===== config.mk =====
export PLATFORM = sky130hd
export DESIGN_NAME = tdc_meas_ctrl
export DESIGN_NICKNAME = d
export VERILOG_FILES = /design/src/rtl/tdc_meas_ctrl.sv
export SDC_FILE = /design/constraint.sdc
export NUM_CORES = 1
export LEC_CHECK = 0
export BUFFER_PORTS_ARGS = -buffer_cell sky130_fd_sc_hd__buf_2
export CORE_ASPECT_RATIO = 0.75
export CORE_MARGIN = 2
export CORE_UTILIZATION = 42
export DETAILED_ROUTE_END_ITERATION = 10
export PLACE_DENSITY_LB_ADDON = 0.05
export RECOVER_POWER = 100
export SYNTH_ARGS = -nofsm -noshare
export SYNTH_HDL_FRONTEND = slang
export SYNTH_SLANG_ARGS = --single-unit

===== constraint.sdc =====
create_clock -name clk -period 5.9 [get_ports clk]
set_clock_uncertainty 0.2 [all_clocks]
set_input_delay 0.295 -clock clk [delete_from_list [all_inputs] [get_ports clk]]
set_output_delay 0.295 -clock clk [all_outputs]
set_load 0.005 [all_outputs]

===== src/rtl/tdc_meas_ctrl.sv =====
// tdc_meas_ctrl: start/stop measurement sequencer feeding the T0 calculator, burst of cfg_num results.
// Optional stop-wait timeout built when TDC_TIMEOUT_EN is defined.
module tdc_meas_ctrl #(
    parameter int DATA_WIDTH = 32,
    parameter int CNT_WIDTH  = 16,
    parameter int TO_WIDTH   = 16
) (
    input  logic                  clk,
    input  logic                  rst,
    input  logic                  cfg_start,
    input  logic                  cfg_abort,
    input  logic [CNT_WIDTH-1:0]  cfg_num,
    input  logic [TO_WIDTH-1:0]   cfg_timeout,
    input  logic                  hit_start,
    input  logic [DATA_WIDTH-1:0] start_coarse,
    input  logic [DATA_WIDTH-1:0] start_fine,
    input  logic                  hit_stop,
    input  logic [DATA_WIDTH-1:0] stop_coarse,
    input  logic [DATA_WIDTH-1:0] stop_fine,
    output logic                  calc_start_en,
    output logic                  calc_stop_en,
    output logic [DATA_WIDTH-1:0] calc_start_coarse,
    output logic [DATA_WIDTH-1:0] calc_start_fine,
    output logic [DATA_WIDTH-1:0] calc_stop_coarse,
    output logic [DATA_WIDTH-1:0] calc_stop_fine,
    input  logic                  calc_valid,
    input  logic [DATA_WIDTH-1:0] calc_data,
    output logic                  res_valid,
    output logic [DATA_WIDTH-1:0] res_data,
    output logic                  res_timeout,
    output logic [CNT_WIDTH-1:0]  meas_cnt,
    output logic                  busy,
    output logic                  done
);
    typedef enum logic [1:0] {IDLE, ARMED, RUN, WAIT} state_t;

    state_t               r_state, w_state_nxt;
    logic [CNT_WIDTH-1:0] r_num, w_cnt_inc;
    logic                 w_load, w_start_ev, w_stop_ev, w_to_ev, w_res_ev, w_last;

    assign w_load     = r_state == IDLE && cfg_start;
    assign w_start_ev = r_state == ARMED && !cfg_abort && hit_start;
    assign w_stop_ev  = r_state == RUN && !cfg_abort && hit_stop;
    assign w_res_ev   = r_state == WAIT && !cfg_abort && calc_valid;
    assign w_cnt_inc  = &meas_cnt ? meas_cnt : meas_cnt + CNT_WIDTH'(1);
    assign w_last     = w_cnt_inc == r_num;
    assign busy       = r_state != IDLE;

`ifdef TDC_TIMEOUT_EN
    logic [TO_WIDTH-1:0] r_to, r_to_cnt;

    // Fires when the count would reach the limit; a stop hit in that cycle wins.
    assign w_to_ev = r_state == RUN && !cfg_abort && !hit_stop && r_to != '0 &&
                     r_to_cnt + TO_WIDTH'(1) == r_to;

    always_ff @(posedge clk or posedge rst) begin
        if (rst) begin
            r_to     <= '0;
            r_to_cnt <= '0;
        end else begin
            if (w_load) r_to <= cfg_timeout;
            r_to_cnt <= w_start_ev ? '0 : r_state == RUN ? r_to_cnt + TO_WIDTH'(1) : r_to_cnt;
        end
    end
`else
    assign w_to_ev = 1'b0;
`endif

    always_ff @(posedge clk or posedge rst) begin
        if (rst) r_state <= IDLE;
        else     r_state <= w_state_nxt;
    end

    always_comb begin
        w_state_nxt = r_state;
        if (r_state != IDLE && cfg_abort) w_state_nxt = IDLE;
        else begin
            case (r_state)
                IDLE:    w_state_nxt = cfg_start ? ARMED : IDLE;
                ARMED:   w_state_nxt = w_start_ev ? RUN : ARMED;
                RUN:     w_state_nxt = w_stop_ev ? WAIT : w_to_ev ? (w_last ? IDLE : ARMED) : RUN;
                WAIT:    w_state_nxt = w_res_ev ? (w_last ? IDLE : ARMED) : WAIT;
                default: w_state_nxt = IDLE;
            endcase
        end
    end

    always_ff @(posedge clk or posedge rst) begin
        if (rst) begin
            r_num             <= '0;
            meas_cnt          <= '0;
            calc_start_en     <= 1'b0;
            calc_stop_en      <= 1'b0;
            calc_start_coarse <= '0;
            calc_start_fine   <= '0;
            calc_stop_coarse  <= '0;
            calc_stop_fine    <= '0;
            res_valid         <= 1'b0;
            res_data          <= '0;
            res_timeout       <= 1'b0;
            done              <= 1'b0;
        end else begin
            calc_start_en <= w_start_ev;
            calc_stop_en  <= w_stop_ev;
            res_valid     <= w_res_ev || w_to_ev;
            res_timeout   <= w_to_ev;
            done          <= (w_res_ev || w_to_ev) && w_last;
            if (w_load) begin
                r_num    <= cfg_num == '0 ? CNT_WIDTH'(1) : cfg_num;
                meas_cnt <= '0;
            end
            if (w_start_ev) begin
                calc_start_coarse <= start_coarse;
                calc_start_fine   <= start_fine;
            end
            if (w_stop_ev) begin
                calc_stop_coarse <= stop_coarse;
                calc_stop_fine   <= stop_fine;
            end
            if (w_res_ev) res_data <= calc_data;
            if (w_to_ev) res_data <= '1;
            if (w_res_ev || w_to_ev) meas_cnt <= w_cnt_inc;
        end
    end
endmodule

# Word-level counts from Yosys, hierarchy flattened
# Cells that the tools add are included.
# W data, S select, Z words.
# totals
regBits	198
input_bits	199
out_inout_bits	182
word_cells	43
# classes
addsub	1
n_eq_ne	4
muxes	11
reduce_logical	15
# ops
operator	count
$mux W16	4
$add A16 B1 Y16 const B	1
$eq A16 B16 Y1	1
$logic_not A16 Y1	1
$reduce_and A16 Y1	1
$logic_and A1 B1 Y1	9
$pmux W2 S4	1
$mux W2	3
$eq A2 B2 Y1 const B	2
$reduce_bool A2 Y1	2
$mux W1	3
$eq A2 B1 Y1 const B	1
$logic_not A2 Y1	1
$logic_not A1 Y1	1

# Depth between registers and ports, before layout
# depth
word_depth	7
mapped_depth	9

# Worst setup path before layout
# Ideal clock, no wire load.
# synth_path
path_type	register to register
startpoint	reg meas_cnt[0]
endpoint	reg r_state[0]
setup_ns	0.128
arrival_time_ns	2.311
path_slack_ns	3.260
stages_incl_launch_ff	10
path_buffers	1
synth_period_minus_slack_ns	2.640
path_cell_list	dfrtp_1 ha_1 and3_1 clkbuf_1 nand4_2 and3_1 a2111oi_2 o2111ai_1 nor4_2 o21bai_1
# synth_via
elab_chain_len	7
elab_cells_between_ends	8
# synth_lines
item	line	source
from (decl)	31	output logic [CNT_WIDTH-1:0] meas_cnt,
from (signal assigned)	122	if (w_res_ev || w_to_ev) meas_cnt <= w_cnt_inc;
$add A16 B1 Y16 / $reduce_and A16 Y1 (equally long branches)	45	assign w_cnt_inc = &meas_cnt ? meas_cnt : meas_cnt + CNT_WIDTH'(1);
$mux W16 *	45	
$eq A16 B16 Y1 *	46	assign w_last = w_cnt_inc == r_num;
$mux W1 *	82	WAIT: w_state_nxt = w_res_ev ? (w_last ? IDLE : ARMED) : WAIT;
$mux W2 *	82	
$pmux W2 S4 *	78	case (r_state)
$mux W2 *	76	if (r_state != IDLE && cfg_abort) w_state_nxt = IDLE;
named net w_state_nxt[0]	37	state_t r_state, w_state_nxt;
to (signal assigned)	71	else r_state <= w_state_nxt;
to (decl)	37	
# Mark *: on every way through the listed nets, which the timed path passes. The rest lies on a longest branch.
# A chain may end at the register's enable or synchronous reset.

# Final worst setup path
# layout_path
startpoint	reg r_state[0]
endpoint	reg calc_stop_coarse[22]
# layout_via
elab_chain_len	3
# layout_lines
item	line	source
$eq A2 B2 Y1	43	assign w_stop_ev = r_state == RUN && !cfg_abort && hit_stop;
$logic_and A1 B1 Y1 (2 in series)	43	
to (signal assigned)	117	calc_stop_coarse <= stop_coarse;
to (decl)	24	output logic [DATA_WIDTH-1:0] calc_stop_coarse,
# Every way passes these cells.

==> results.tsv <==
stage	metric	value	unit
finish	P&R area growth vs syn	50.46	%
clocking	CTS tree	yes	
timing	Slew HR	-95.36	%
floorplanning	IO Pins	381	
hold_path	HP Class	input pin to register	
global_routing	global-route wire length before repair	38.95	mm
floorplanning	Die Footprint	20770	um2
critical_path	critical path required time	6.02	ns
route	detailed-route wire length per cell	16.95	um
timing	Final Slew Violations	196	
timing	fmax	278.3	MHz
clocking	Clk Latency, worst-skew pair	0.43	ns
run_status	failing checks	max-capacitance violations, max-slew violations	
floorplanning	row count	44	
route	remaining antenna violation count	0	
yosys	count leader, synth	dfrtp_1	
timing	RSZ-0062 raised after global routing	no	
critical_path	critical path type	register to register	
timing	fin crit period	3.594	ns
critical_path	Crit. End Element	register	
yosys	Yosys warnings	0	
clocking	CTS sink count	198	
yosys	Synth top cells by count	dfrtp_1 (198), mux2_2 (144), nand2_1 (103), clkbuf_1 (23), o21ai_0 (15)	
critical_path	Critical Path Max Stage Delay	2.28	ns
floorplanning	Initial Utilization	42.77	%
yosys	Syn Inst Count	641	
clocking	CTS Buf Count	17	
yosys	Area contributors post-synth	dfrtp_1 (60%), mux2_2 (20%), nand2_1 (4.7%)	
route	DR pass1 iterations	5	
timing	Final Cycle Share	60.91	%
yosys	Syn Area/Cell	12.86	um2
global_routing	vias in the first global route	7345	
global_routing	grt total ovfl	0	
power_and_ir_drop	Peak supply drop	0.2307	mV
yosys	#FFs+latches synth	198	
yosys	Post-Syn Area	8242	um2
placed_design	GPL Wtd Cong	0.7753	
yosys	Synth Flop Type	dfrtp_1	
yosys	syn_nets	841	
yosys	post-synthesis sequential area ratio	60.12	%
critical_path	CP Max Fanout	66	
route	Final Routed Wirelength	24.33	mm
timing	final setup TNS	0	ns
run	Max-Cap Viols	2	
yosys	dominant cell type by area after synthesis	dfrtp_1	
critical_path	CP Launch Type	register	
power_and_ir_drop	PwrDens	382.3	nW/um2
critical_path	Slowest cell on crit path	and4bb_1	
run_status	outcome	finished with violations	
finish	fill count	1592	
critical_path	worst-path cell chain	and4bb_1 -> mux2_2	
yosys	post-synthesis async set-or-reset flop share	100.0	%
power_and_ir_drop	P_leak	5.797	nW
timing	Min Hold Slack	0.1367	ns
global_routing	largest net degree at the start of global routing	129	
timing	final setup fails	0	
clocking	CTS clk-pin slew, worst paths	0.07	ns
clocking	Root Driver	clkbuf_16	
finish	Final nets	1369	
route	DRT iter0 DRCs	386	
placed_design	IO buf count	363	
clocking	H-Tree Depth	4	
placed_design	HPWL Detailed	16.07	mm
yosys	top-area cell type share of the netlist area	60.12	%
timing	Worst-Margin Slew	2.930	ns
critical_path	CP Data Arrival Time	3.71	ns
floorplanning	Die Y-Extent	125.3	um
critical_path	CP top delay family	simple AND/OR/NAND/NOR gates	
yosys	Post-synth EDFFs	0	
route	DRC errors left	0	
critical_path	Critical path buffers and inverters	0	
finish	antenna cells	0	
global_routing	GRT Total Usage	23.66	%
global_routing	initial antenna violation count	0	
floorplanning	die outline width	165.8	um
finish	fraction of layout cells with a size suffix above 1	36.46	%
timing	final hold viol count	0	
clocking	clock buffer depth	2	
floorplanning	core area	19270	um2
route	DR vias	6967	
route	Via density	4.855	
yosys	Netlist cell types	56	
metal layers:
metal	part of all wire, %	track usage, %	wire length [um]
met1	42	29.61	10280
met2	48	39.22	11770
met3	6.9	6.584	1672
met4	2.5	9.361	608
met5	0	0	0
final timing paths:
kind | start | end | slack (ns) | cells after the start
setup / recovery | r_state[0] | calc_stop_coarse[22] | 2.31 | 2
hold / removal | hit_start | r_state[0] | 0.14 | 4
setup reg to reg | r_state[0] | calc_stop_coarse[22] | 2.31 | 2
hold reg to reg | res_data[2] | res_data[2] | 0.27 | 2
max in group asynchronous | rst | calc_start_fine[26] | 2.50 | 4
min in group asynchronous | rst | calc_start_coarse[28] | 1.08 | 3
where the power goes:
| part | total, mW | internal (mW) | leakage, nW | switching, mW |
|---|---|---|---|---|
| clock | 1.14 | 0.572 | 0.276 | 0.567 |
| sequential | 2.21 | 1.91 | 2.47 | 0.302 |
| combinational | 1.39 | 0.780 | 3.06 | 0.613 |
per-stage QoR:
step / std cells / cell area [um2] / total power, mW / setup WS [ns] / util, %
after floorplan: 641 / 8242 / 2.839 / 0.007694 / -
after global placement: 1224 / 10220 / 3.584 / 2.799 / 53.04
after detailed placement: 1224 / 10220 / 3.608 / 2.824 / 53.04
after CTS: 1435 / 12590 / 4.856 / 2.817 / 65.34
after global routing: 1435 / 12400 / 5.043 / 1.875 / 64.36
final: 1435 / 12400 / 4.740 / 2.306 / 64.36
sequential cells by signal, summed over array words and instances, names as in the netlist, 2 cells and up:
name	count
r_state	2
res_data	32
r_num	16
calc_stop_fine	32
calc_stop_coarse	32
calc_start_coarse	32
meas_cnt	16
calc_start_fine	32
worst register-to-register path, cell delays in order, from the launching register on:
cell      delay (ns)
dfrtp_1         0.45
and4bb_1        2.28
mux2_2          0.55
cell usage in the layout, fill, tap and decap left out, types with 2 or more instances in the layout:
cell / synthesis / final
or3_1: 2 / 2
a31oi_1: 4 / 4
clkinv_4: 0 / 3
a311oi_1: 5 / 5
and4_1: 2 / 2
and3_1: 6 / 6
mux2i_1: 4 / 4
inv_1: 4 / 3
nand2_1: 103 / 103
xor2_1: 6 / 6
clkbuf_1: 23 / 127
and3_2: 2 / 2
nand2b_1: 4 / 4
mux2_2: 144 / 144
nand3_1: 9 / 9
dlygate4sd3_1: 0 / 179
and4_4: 2 / 2
buf_2: 4 / 237
nor3_1: 6 / 6
or2_2: 2 / 2
nand4_1: 10 / 11
a41oi_1: 2 / 2
nor4_1: 7 / 8
nor2_1: 13 / 12
a21oi_1: 14 / 14
inv_8: 0 / 4
clkinvlp_4: 0 / 4
xnor2_1: 10 / 10
a211oi_1: 2 / 2
clkinv_8: 0 / 2
dfrtp_1: 198 / 198
o2111ai_1: 2 / 2
o21ai_0: 15 / 15
clkbuf_16: 0 / 17
buf_4: 2 / 3
cell type report:
cell class | count | area [um2] | area share, %
multi-input cells | 400 | 3047 | 24.57
repair buffers | 547 | 3481 | 28.07
inverters | 5 | 22.52 | 0.1816
flip-flops and latches | 198 | 4955 | 39.96
clock inverters | 14 | 140.1 | 1.130
clock buffers | 18 | 439.2 | 3.542
well taps | 253 | 316.6 | 2.553
repair_timing:
| action | 4_1_cts | 5_1_grt |
|---|---|---|
| buffers inserted | 0 | 0 |
| endpoints found under the hold margin | 304 | 0 |
| hold buffers | 179 | 0 |
| resized for setup | 0 | 0 |
logic make-up (layout without fill, tap and decap cells):
group	Yosys count	count (layout)	synth area share, %
xor gates and xnor gates	16	16	1.700
muxes	148	148	20.16
AOI/OAI and AO/OA	57	57	4.600
other	1	1	0.04550
adders and majority gates	1	1	0.1518
buffers and inverters	43	584	2.793
DFF	198	198	60.12
and+or+nand+nor	177	177	10.43
(Power assumes the default switching activity.)
